[config.mk]
export PLATFORM = sky130hd
export DESIGN_NAME = cpu_sequencer_flat
export DESIGN_NICKNAME = d
export VERILOG_FILES = /design/src/rtl/cpu_sequencer_if.sv /design/src/rtl/cpu_sequencer.sv /design/src/flat_wrapper.sv
export SDC_FILE = /design/constraint.sdc
export NUM_CORES = 1
export LEC_CHECK = 0
export ABC_AREA = 0
export CORE_AREA = 3 3 45 47
export DETAILED_ROUTE_END_ITERATION = 8
export DIE_AREA = 0 0 48 50
export HOLD_SLACK_MARGIN = 0.1
export PLACE_DENSITY_LB_ADDON = 0.1
export SKIP_LAST_GASP = 1
export SYNTH_ARGS = -nofsm -noshare
export SYNTH_HDL_FRONTEND = slang
export SYNTH_SLANG_ARGS = --single-unit
[constraint.sdc]
create_clock -name clk -period 2.4 [get_ports clk]
set_input_delay 0.48 -clock clk [delete_from_list [all_inputs] [get_ports clk]]
set_output_delay 0.48 -clock clk [all_outputs]
set_load 0.005 [all_outputs]
[src/rtl/cpu_sequencer_if.sv]
// Bus between the instruction sequencer and the datapath/memory port.
// The sequencer uses the master side; the datapath side drives opcode, zero and memAck.
interface cpu_sequencer_if;
  logic [3:0] opcode;
  logic       zero;
  logic       memAck;
  logic       memReq;
  logic       memWe;
  logic       addrSel;
  logic       irWrite;
  logic       mdrWrite;
  logic       pcWrite;
  logic [1:0] pcSrc;
  logic       regWrite;
  logic       retire;
  logic       halted;
  logic       fault;
  logic [2:0] state;

  modport master (
    input  opcode, zero, memAck,
    output memReq, memWe, addrSel, irWrite, mdrWrite, pcWrite, pcSrc,
           regWrite, retire, halted, fault, state
  );

  modport slave (
    output opcode, zero, memAck,
    input  memReq, memWe, addrSel, irWrite, mdrWrite, pcWrite, pcSrc,
           regWrite, retire, halted, fault, state
  );
endinterface

[src/rtl/cpu_sequencer.sv]
// Multi-cycle sequencer for the 16-bit core: walks fetch/decode/exec/mem/wb,
// issues datapath strobes and watches the shared memory port for ack timeouts.
module cpu_sequencer #(
  parameter int TIMEOUT = 15
) (
  input logic             clk,
  input logic             rst,
  cpu_sequencer_if.master bus
);

  typedef enum logic [2:0] {
    FETCH  = 3'd0,
    DECODE = 3'd1,
    EXEC   = 3'd2,
    MEM    = 3'd3,
    WB     = 3'd4,
    HALT   = 3'd5,
    FAULT  = 3'd6
  } state_t;

  localparam logic [7:0] LAST_WAIT = 8'(TIMEOUT - 1);
  localparam logic [3:0] OP_LDW    = 4'hA;
  localparam logic [3:0] OP_STW    = 4'hB;
  localparam logic [3:0] OP_BRZ    = 4'hC;
  localparam logic [3:0] OP_JAL    = 4'hD;

  state_t     cur;
  logic [7:0] wait_cnt;
  logic       is_store;

  // The wait counter idles at zero and only climbs during unacknowledged requests;
  // the store flag is captured in EXEC so later opcode changes cannot affect MEM.
  always_ff @(posedge clk) begin
    if (rst) begin
      cur      <= FETCH;
      wait_cnt <= '0;
      is_store <= 1'b0;
    end else begin
      wait_cnt <= '0;
      case (cur)
        FETCH: begin
          if (bus.memAck)
            cur <= DECODE;
          else if (wait_cnt == LAST_WAIT)
            cur <= FAULT;
          else
            wait_cnt <= wait_cnt + 8'd1;
        end
        DECODE: cur <= EXEC;
        EXEC: begin
          is_store <= (bus.opcode == OP_STW);
          if (bus.opcode <= 4'd9)
            cur <= WB;
          else if (bus.opcode == OP_LDW || bus.opcode == OP_STW)
            cur <= MEM;
          else if (bus.opcode == OP_BRZ || bus.opcode == OP_JAL)
            cur <= FETCH;
          else
            cur <= HALT;
        end
        MEM: begin
          if (bus.memAck)
            cur <= is_store ? FETCH : WB;
          else if (wait_cnt == LAST_WAIT)
            cur <= FAULT;
          else
            wait_cnt <= wait_cnt + 8'd1;
        end
        WB:      cur <= FETCH;
        HALT:    cur <= HALT;
        FAULT:   cur <= FAULT;
        default: cur <= FAULT;
      endcase
    end
  end

  logic       ir_write;
  logic       mdr_write;
  logic       pc_write;
  logic [1:0] pc_src;
  logic       reg_write;
  logic       retire_pulse;

  // Ack- and opcode-qualified strobes must land in the same cycle as their cause.
  always_comb begin
    ir_write     = 1'b0;
    mdr_write    = 1'b0;
    pc_write     = 1'b0;
    pc_src       = 2'b00;
    reg_write    = 1'b0;
    retire_pulse = 1'b0;
    if (!rst) begin
      case (cur)
        FETCH: begin
          if (bus.memAck) begin
            ir_write = 1'b1;
            pc_write = 1'b1;
          end
        end
        EXEC: begin
          if (bus.opcode == OP_BRZ) begin
            pc_write     = bus.zero;
            pc_src       = bus.zero ? 2'b01 : 2'b00;
            retire_pulse = 1'b1;
          end else if (bus.opcode == OP_JAL) begin
            reg_write    = 1'b1;
            pc_write     = 1'b1;
            pc_src       = 2'b10;
            retire_pulse = 1'b1;
          end
        end
        MEM: begin
          if (bus.memAck) begin
            if (is_store)
              retire_pulse = 1'b1;
            else
              mdr_write = 1'b1;
          end
        end
        WB: begin
          reg_write    = 1'b1;
          retire_pulse = 1'b1;
        end
        default: ;
      endcase
    end
  end

  assign bus.irWrite  = ir_write;
  assign bus.mdrWrite = mdr_write;
  assign bus.pcWrite  = pc_write;
  assign bus.pcSrc    = pc_src;
  assign bus.regWrite = reg_write;
  assign bus.retire   = retire_pulse;

  // Moore outputs are forced quiet while reset is held, whatever the old state was.
  assign bus.memReq  = !rst && (cur == FETCH || cur == MEM);
  assign bus.memWe   = !rst && (cur == MEM) && is_store;
  assign bus.addrSel = !rst && (cur == MEM);
  assign bus.halted  = !rst && (cur == HALT);
  assign bus.fault   = !rst && (cur == FAULT);
  assign bus.state   = rst ? 3'd0 : cur;

endmodule

[src/flat_wrapper.sv]
// flat-port wrapper written by rule: the top's interface ports become plain ports
module cpu_sequencer_flat 
#(
  parameter int TIMEOUT = 15
)
  (clk, rst, bus_opcode, bus_zero, bus_memAck, bus_memReq, bus_memWe, bus_addrSel, bus_irWrite, bus_mdrWrite, bus_pcWrite, bus_pcSrc, bus_regWrite, bus_retire, bus_halted, bus_fault, bus_state);
  cpu_sequencer_if bus_i ();
  input logic clk;
  input logic rst;
  input wire logic [$bits(bus_i.opcode)-1:0] bus_opcode;
  input wire logic [$bits(bus_i.zero)-1:0] bus_zero;
  input wire logic [$bits(bus_i.memAck)-1:0] bus_memAck;
  output wire logic [$bits(bus_i.memReq)-1:0] bus_memReq;
  output wire logic [$bits(bus_i.memWe)-1:0] bus_memWe;
  output wire logic [$bits(bus_i.addrSel)-1:0] bus_addrSel;
  output wire logic [$bits(bus_i.irWrite)-1:0] bus_irWrite;
  output wire logic [$bits(bus_i.mdrWrite)-1:0] bus_mdrWrite;
  output wire logic [$bits(bus_i.pcWrite)-1:0] bus_pcWrite;
  output wire logic [$bits(bus_i.pcSrc)-1:0] bus_pcSrc;
  output wire logic [$bits(bus_i.regWrite)-1:0] bus_regWrite;
  output wire logic [$bits(bus_i.retire)-1:0] bus_retire;
  output wire logic [$bits(bus_i.halted)-1:0] bus_halted;
  output wire logic [$bits(bus_i.fault)-1:0] bus_fault;
  output wire logic [$bits(bus_i.state)-1:0] bus_state;
  assign bus_i.opcode = bus_opcode;
  assign bus_i.zero = bus_zero;
  assign bus_i.memAck = bus_memAck;
  assign bus_memReq = bus_i.memReq;
  assign bus_memWe = bus_i.memWe;
  assign bus_addrSel = bus_i.addrSel;
  assign bus_irWrite = bus_i.irWrite;
  assign bus_mdrWrite = bus_i.mdrWrite;
  assign bus_pcWrite = bus_i.pcWrite;
  assign bus_pcSrc = bus_i.pcSrc;
  assign bus_regWrite = bus_i.regWrite;
  assign bus_retire = bus_i.retire;
  assign bus_halted = bus_i.halted;
  assign bus_fault = bus_i.fault;
  assign bus_state = bus_i.state;
  cpu_sequencer #(.TIMEOUT(TIMEOUT)) u_core (.clk(clk), .rst(rst), .bus(bus_i));
endmodule
== Yosys cells after proc, flatten, opt, wreduce, memory -nomap -nowiden ==
Cells that the tools add are included.

* Register bits after elaboration: 12
* Input bits: 8
* Word-level logic and storage cells: 62

* Add/sub/neg operators: 1
* Magnitude comparators: 1
* Equality and inequality tests: 11
* Mux-type cells: 33
* Bitwise gates (word level): 1
* Reductions and logical operators: 12

{| class="wikitable"
|+ Operators with widths
! kind !! count
|-
| $mux W3 || 8
|-
| $pmux W3 S6 || 1
|-
| $mux W1 || 17
|-
| $eq A4 B4 Y1 const B || 4
|-
| $eq A3 B3 Y1 const B || 3
|-
| $add A8 B1 Y8 const B || 1
|-
| $eq A8 B4 Y1 const B || 1
|-
| $mux W2 || 4
|-
| $eq A3 B2 Y1 const B || 2
|-
| $logic_and A1 B1 Y1 || 5
|-
| $le A4 B4 Y1 const B || 1
|-
| $pmux W1 S2 || 2
|-
| $reduce_or A4 Y1 || 1
|-
| $eq A3 B1 Y1 const B || 1
|-
| $logic_not A3 Y1 || 1
|-
| $logic_or A1 B1 Y1 || 3
|-
| $pmux W1 S3 || 1
|-
| $reduce_or A2 Y1 || 1
|-
| $logic_not A1 Y1 || 1
|-
| $not A1 Y1 || 1
|}

== Longest topological paths before layout ==
Gate-level depths: netlist of the first run.

* Depth in word-level cells: 6
* Depth in mapped cells: 6
* Depth with buffers taken out: 6

== Worst setup path before layout of the first run ==
No wires, ideal clock.

* Path type: register -> output
* Start point: register u_core.cur[0]
* End point: output port bus_pcWrite
* Arrival time: 1.196 ns
* Data required time: 1.920 ns
* Setup slack: 0.724 ns
* Cell stages (with the launch flop): 6
* Path buffers: 1
* Cell sequence: dfxtp_1 buf_6 nor3b_4 nand4b_4 a2bb2oi_1 nor4_2

* Longest elaborated chain between the ends: 3

{| class="wikitable"
|+ RTL lines
! item !! line !! source
|-
| start, declared || cpu_sequencer.sv:27 || <nowiki>state_t cur;</nowiki>
|-
| start signal, assigned || cpu_sequencer.sv:63 || <nowiki>cur <= is_store ? FETCH : WB;</nowiki>
|-
| $eq A3 B2 Y1 / $logic_not A3 Y1 (equally long branches) || cpu_sequencer.sv:93 || <nowiki>case (cur)</nowiki>
|-
| $pmux W1 S2 * || cpu_sequencer.sv:93 ||
|-
| $mux W1 * || cpu_sequencer.sv:92 || <nowiki>if (!rst) begin</nowiki>
|-
| end, declared || flat_wrapper.sv:18 || <nowiki>output wire logic [$bits(bus_i.pcWrite)-1:0] bus_pcWrite;</nowiki>
|}

Every way passes the cells marked *; elsewhere a longest branch is shown, timed or not.

== Final worst setup path of the first run ==
* Start point: input port bus_opcode[1]
* End point: output port bus_regWrite

* Longest elaborated chain between the ends: 5

{| class="wikitable"
|+ RTL lines
! item !! line !! source
|-
| start, declared || flat_wrapper.sv:10 || <nowiki>input wire logic [$bits(bus_i.opcode)-1:0] bus_opcode;</nowiki>
|-
| $eq A4 B4 Y1 || cpu_sequencer.sv:105 || <nowiki>end else if (bus.opcode == OP_JAL) begin</nowiki>
|-
| $mux W1 || cpu_sequencer.sv:105 ||
|-
| $mux W1 * || cpu_sequencer.sv:101 || <nowiki>if (bus.opcode == OP_BRZ) begin</nowiki>
|-
| $pmux W1 S2 * || cpu_sequencer.sv:93 ||
|-
| $mux W1 * || cpu_sequencer.sv:92 ||
|-
| end, declared || flat_wrapper.sv:20 || <nowiki>output wire logic [$bits(bus_i.regWrite)-1:0] bus_regWrite;</nowiki>
|}

Marks and branches as above.

==> results of run 1 <==
cells in the final DEF, fill, tap and decap left out, drive strengths merged:
cell type,n
a21o,1
a21oi,3
a221oi,1
a22oi,1
a2bb2oi,1
a31oi,2
a32oi,1
and2,3
and3,2
and4,1
buf,15
clkbuf,4
clkdlybuf4s50,15
dfxtp,12
dlygate4sd2,6
dlymetal6s2s,1
ha,2
inv,4
mux2i,1
nand2,6
nand2b,3
nand3,2
nand3b,2
nand4,2
nand4b,1
nor2,16
nor2b,3
nor3,5
nor3b,2
nor4,2
nor4b,1
o21ai,3
xnor2,1
xor2,7
cells by family (layout without fill, tap and decap cells):
| kind of cell | after synthesis | in the layout | share of synthesized area, % |
|---|---|---|---|
| and+or+nand+nor | 51 | 51 | 40.4 |
| buffers and inverters | 7 | 45 | 4.94 |
| xor gates and xnor gates | 8 | 8 | 8.93 |
| AOI/OAI and AO/OA | 13 | 13 | 10.7 |
| DFF | 12 | 12 | 30.6 |
| muxes | 1 | 1 | 1.28 |
| adders and majority gates | 2 | 2 | 3.19 |
worst max path at each step:
stage	endpoint	slack, ns	cells past startpoint
2_1_floorplan	bus_pcWrite	0.72	5
3_3_place_gp	bus_retire	-0.11	6
3_5_place_dp	bus_retire	-0.17	6
4_1_cts	bus_regWrite	0.009	5
5_1_grt	bus_regWrite	-0.05	5
6_report	bus_regWrite	0.03	5
routing by layer:
metal  vias to the layer above  global-route usage, %  routed length (microns)
li1                        403                      -                        -
met1                       371                   19.3                      773
met3                         5                   3.65                       75
met2                        24                   33.9                     1130
met4                         0                   7.17                       34
met5                         -                      0                        0
registers in the layout, indices dropped and copies added (netlist names):
register	flops
u_core.wait_cnt	8
u_core.cur	3
u_core.is_store	1
where the power goes:
part / internal [mW] / leakage [nW] / switching, mW
clock: 0.0922 / 0.0210 / 0.0639
sequential: 0.208 / 0.0977 / 0.0110
combinational: 0.0755 / 0.393 / 0.0685
total: 0.375 / 0.512 / 0.143
through the flow:
stage          setup slack (ns)  std cells  power (mW)  TNS, ns  utilization (%)
4_1_cts                 0.00897        149       0.524        0             68.3
5_1_grt                 -0.0528        149       0.553  -0.0810             68.6
2_1_floorplan             0.724         94       0.294        0                -
6_report                 0.0310        149       0.519        0             68.6
3_3_place_gp             -0.108        145       0.366   -0.315             66.0
3_5_place_dp             -0.166        145       0.368   -0.449             66.0
area by class of cell:
| cell class | instances | share of cell area (%) |
|---|---|---|
| Sequential cell | 12 | 20.8 |
| Inverter | 4 | 1.30 |
| Multi-Input combinational cell | 75 | 44.6 |
| Clock buffer | 4 | 3.13 |
| Tap cell | 17 | 1.84 |
| Timing Repair Buffer | 37 | 28.3 |
critical path, cell delays in order:
cell	delay, ns
clkdlybuf4s50_1	0.43
nand4b_4	0.22
nor3_4	0.15
a21o_1	0.11
clkdlybuf4s50_1	0.50
repair_timing:
action	in CTS	in global routing
hold endpoints to repair	0	0
gates resized for setup	9	2
setup endpoints to repair	6	3
==> results by group, run 1 <==
Detailed routing
  • Total Wirelength: 2.01 mm
  • DRC violations left: 0
  • Via count: around 800
  • Post-DRT Antenna Nets: 0
  • Iter 0 DRT Violations: 20
  • Via density per instance: 5.39
  • DRT Pass-1 Iters: 4
  • Routed WL per cell: 13.5 microns

STA
  • Worst rel slew slack: 79.2%
  • Fin. Hold Viols: 0
  • RSZ-0062 raised after global routing: true
  • Actual slew at the worst max-slew pin: 0.311 ns
  • Max frequency: between 400 and 500 MHz
  • Hold WS: 0.514 ns
  • Slew Viols, Final: 0
  • Fin crit period: ~2.4 ns
  • Final Cycle Share: 98.7%
  • Final setup violating endpoints: 0
  • Clk_skew: between 0.0015 and 0.002 ns

Worst setup path
  • Worst endpoint required time: 1.92 ns
  • WP data arrival: 1.89 ns
  • CP Capture Type: output port
  • CP Max Fanout: 4
  • Critical Path Start: bus_opcode[1]
  • Reg2reg setup slack: 0.94 ns
  • Crit Path Class: in2out
  • Worst reg-to-reg path cell count: 6
  • Worst setup SP type: input port
  • Reg-to-reg endpoint: u_core.wait_cnt[2]
  • R2r startpoint: u_core.wait_cnt[0]

Clock network
  • H-tree Lvls: 1
  • CTS Buf Count: 3
  • Clk buf depth: 2
  • Hold buffers post-CTS: 0
  • Worst skew pair latency: 0.27 ns
  • Clock sinks: 12
  • CTS tree: yes
  • # Post-CTS Setup Buffers: 0
  • Clock transition at path regs: around 0.07 ns
  • CTS Root Cell: clkbuf_4

Yosys
  • Synth Flop Type: dfxtp_1
  • Avg Inst Size Synth: 8.35 sq um
  • Synth cell count leaders: 16 x nor2_1, 12 x dfxtp_1, 7 x xor2_1
  • Top-count cell post-synth: nor2_1
  • #FFs+latches synth: 12
  • Mapped Area: 785 sq um
  • Ys async rst share: 0%
  • Cell taking the most area after synthesis: dfxtp_1
  • Share of the synthesized area in the top cell type: 30.6%
  • Seq/Total Area, Yosys: 30.6%
  • Synth area leaders: dfxtp_1 31%, xor2_1 7.8%, nor2_1 7.7%, ha_1 3.2%, nand4b_4 3.0%
  • Cell count after synthesis: 94
  • Number of synthesized flops with an enable pin: 0
  • Ys Warns: 0
  • Post-synth net total: around 100
  • Synth unique cells: 35

Layout
  • Post-route cell area: 0.00116 sq mm
  • Layout area overhead: 47.7%
  • Net count, final: 143
  • Antenna Diode Count: 0
  • Fillcell total: 159
  • Multi-input logic area: approximately 520 sq um
  • Sequential cell area: 241 sq um
  • Share of cells above drive strength 1: 21.2%

Global route
  • First-pass GRT wire length: 3.24 mm
  • Total gr overflow: 0
  • Total track usage: 18.6%
  • Largest net degree at the start of global routing: 13
  • Initial antenna violation count: 0
  • Vias in the first global route: 796

Power
  • Peak supply drop: slightly below 0.3 mV
  • Leakage power: 0.512 nW
  • Power Density: 448 mW/mm^2

Place
  • Placed cell area: 0.00111 sq mm
  • Hpwl dp: 1.56 mm
  • GP Congestion: between 0.8 and 0.9
  • # port buffers: 22

Status
  • Result of the run: complete, no violations

Floorplan
  • IO Count: 23
  • Chip Height: roughly 50 microns
  • Die width: 48 microns
  • Initial Util: 46.4%
  • Std-Cell Rows: 15
  • Core area: 0.00169 sq mm
  • Die Area: roughly 0.0024 sq mm

Worst hold path
  • Worst Hold Depth: 1
  • Class of the worst hold path: reg2reg
  • Beginning of the worst hold path: u_core.wait_cnt[0]
  • WHS Endpoint: u_core.wait_cnt[0]

Job
  • Max-cap viol count: 0
(Power assumes the default switching activity.)
==> inputs of run 2 (changes only) <==
Settings changed: ABC_AREA 0 to 1, CORE_AREA 3 3 45 47 to 3 3 44 46, DIE_AREA 0 0 48 50 to 0 0 47 49, GPL_TIMING_DRIVEN set to 0.
==> run 2 against run 1 <==
  * Sequential share of layout area increased by 2.6 points
  * Sequential power about the same
  * Via count decreased by 2.6%
  * Utilization decreased by 2.0 points
  * Clock skew decreased by 0.00095 ns
  * Critical path depth increased by 2
  * Flip-flop and latch count unchanged
  * Register-to-register slack improved by 0.21 ns
  * Largest power group unchanged
==> results by group, run 2 <==
Status
  • Result of the run: complete, no violations

Global route
  • Total gr overflow: 0
  • Vias in the first global route: about 660
  • First-pass GRT wire length: 2.77 mm
  • Initial antenna violation count: 0
  • Largest net degree at the start of global routing: 11
  • Total track usage: 15.8%

Floorplan
  • Std-Cell Rows: 14
  • Die Area: 0.00230 sq mm
  • Chip Height: 49 microns
  • IO Count: 23
  • Initial Util: 48.5%
  • Die width: roughly 47 microns
  • Core area: 0.00154 sq mm

Detailed routing
  • Via count: 782
  • Total Wirelength: around 1.7 mm
  • Routed WL per cell: ~11 microns
  • Post-DRT Antenna Nets: 0
  • DRT Pass-1 Iters: 4
  • DRC violations left: 0
  • Iter 0 DRT Violations: 14
  • Via density per instance: 5.05

Place
  • Hpwl dp: 1.33 mm
  • # port buffers: 21
  • Post-place setup slack: -0.253 ns
  • Placed cell area: 977 sq um
  • GP Congestion: 0.888

Worst setup path
  • CP Max Fanout: 3
  • CP Capture Type: output port
  • Crit Path Class: in2out
  • WP data arrival: 1.85 ns
  • Worst path cell trace: clkdlybuf4s50_1, nand3_1, nor2_2, buf_4, nand2_1, a31oi_1, dlygate4sd2_1
  • Worst endpoint required time: between 1.5 and 2 ns
  • Worst setup SP type: input port
  • CP max stage delay: 0.50 ns
  • Top Family by Delay on Critical Path: buffers and inverters
  • CP max stage cell: clkdlybuf4s50_1
  • Bufs and invs on worst path: 3

Clock network
  • CTS Root Cell: clkbuf_4
  • Clock transition at path regs: 0.07 ns
  • Worst skew pair latency: around 0.26 ns
  • Clk buf depth: 2
  • CTS Buf Count: 3
  • H-tree Lvls: 1
  • Clock sinks: 12
  • CTS tree: yes
  • Hold buffers post-CTS: 0

Layout
  • Most frequent cells in the layout: 26 x nor2_1, 22 x nand2_1, 15 x clkdlybuf4s50_1
  • Post-route cell area: 0.00103 sq mm
  • Share of cells above drive strength 1: 9.35%
  • Net count, final: 150
  • Max FFs per register: 8
  • Top Registers: u_core.wait_cnt: 8 flops, u_core.cur: 3 flops, u_core.is_store: 1 flops
  • Layout area overhead: 37.4%
  • Most common cell after layout, fill and taps aside: nor2_1
  • Antenna Diode Count: 0
  • Top reg by flops: u_core.wait_cnt
  • Core Util, Final: between 60% and 70%

Worst hold path
  • Class of the worst hold path: reg2reg

STA
  • Worst rel slew slack: 73.6%
  • Final Cycle Share: 97.3%
  • Actual slew at the worst max-slew pin: 0.396 ns
  • Slew Viols, Final: 0
  • Max frequency: 428 MHz
  • Hold WS: between 0.4 and 0.5 ns
  • RSZ-0062 raised after global routing: true
  • Fin crit period: about 2.3 ns
  • Fin. Hold Viols: 0
  • Final setup violating endpoints: 0
  • Final WS setup: 0.0657 ns
  • Clk_skew: 0.000645 ns

Yosys
  • Seq/Total Area, Yosys: 32.2%
  • Top-count cell post-synth: nor2_1
  • Ys async rst share: 0%
  • Ys Warns: 0
  • Synth unique cells: 20
  • #FFs+latches synth: 12
  • Avg Inst Size Synth: between 6 and 7 sq um
  • Number of synthesized flops with an enable pin: 0
  • Share of the synthesized area in the top cell type: around a third
  • Synth cell count leaders: 27 x nor2_1, 23 x nand2_1, 12 x dfxtp_1
  • Mapped Area: around 750 sq um
  • Synth Flop Type: dfxtp_1
  • Cell taking the most area after synthesis: dfxtp_1
  • Cell count after synthesis: 113
  • Post-synth net total: 123
  • Synth area leaders: dfxtp_1 32%, nor2_1 14%, nand2_1 12%, nand3_1 5.4%, inv_1 5.0%

Power
  • Leakage power: between 0.4 and 0.5 nW
  • Overall power: 0.477 mW
  • Peak supply drop: 0.402 mV
  • Power Density: about 460 mW/mm^2

Job
  • Max-cap viol count: 0
==> run 2: cell count changes in the layout (fill, tap and decap cells not counted), sizes merged, moves of 5 or more <==
cell / previous run / this run
a21oi: 3 / 8
buf: 15 / 1
nand2: 6 / 23
nor2: 16 / 28
inv: 4 / 11
nand3: 2 / 11
==> run 2: cell type report <==
cell class | count | area, sq um
fillers | 159 | 515
multi-input cells | 88 | 463
flip-flops and latches | 12 | 240
repair buffers | 22 | 218
inverters | 11 | 41.3
clock buffers | 4 | 36.3
well taps | 16 | 20.0
plain buffers | 2 | 7.51
==> run 2: repair_timing <==
action / 4_1_cts / 5_1_grt
pin swaps: 1 / 1
setup buffers: 0 / 1
resized for setup: 6 / 2
setup endpoints to repair: 5 / 2
==> run 2: worst reg2reg max path, stage by stage (launching register included) <==
cell and delay [ns]:
dfxtp_1 0.38, inv_2 0.15, nand3_2 0.17, a21oi_4 0.24, nand3_4 0.14, nor2_1 0.12
==> run 2: cell families after synthesis <==
kind of cell,Yosys count,synth area share (%)
simple gates,69,41.7
flops,12,32.2
buf+inv,13,6.53
compound gates,12,10.4
fa+ha+maj,2,3.35
xor+xnor,5,5.86
==> run 2: per-stage QoR <==
step / TNS, ns / cells
final: 0 / 155
after global placement: -0.659 / 150
after detailed placement: -0.802 / 150
after CTS: -0.0853 / 154
after floorplan: 0 / 113
after global routing: -0.0564 / 155
==> run 2: final timing paths <==
check                       end          startpoint  cells after the start  slack (ns)
max                 bus_pcWrite       bus_opcode[3]                      7        0.07
min          u_core.wait_cnt[0]  u_core.wait_cnt[0]                      1        0.48
max reg2reg  u_core.wait_cnt[6]       u_core.cur[2]                      5        1.15
min reg2reg  u_core.wait_cnt[0]  u_core.wait_cnt[0]                      1        0.48
==> run 2: metal layers <==
| metal | track usage, % | share of wire, % | vias to the layer above |
|---|---|---|---|
| met5 | 0 | 0 | - |
| met4 | 1.38 | 0 | 0 |
| met2 | 23.1 | 44 | 19 |
| met3 | 5.90 | 6.4 | 0 |
| li1 | - | - | 418 |
| met1 | 22.9 | 50 | 345 |
==> run 2: power by group <==
group / internal (mW) / switching [mW] / total (mW)
logic: 0.0487 / 0.0577 / 0.106
registers: 0.207 / 0.0122 / 0.219
clock network: 0.0921 / 0.0592 / 0.151
total: 0.348 / 0.129 / 0.477
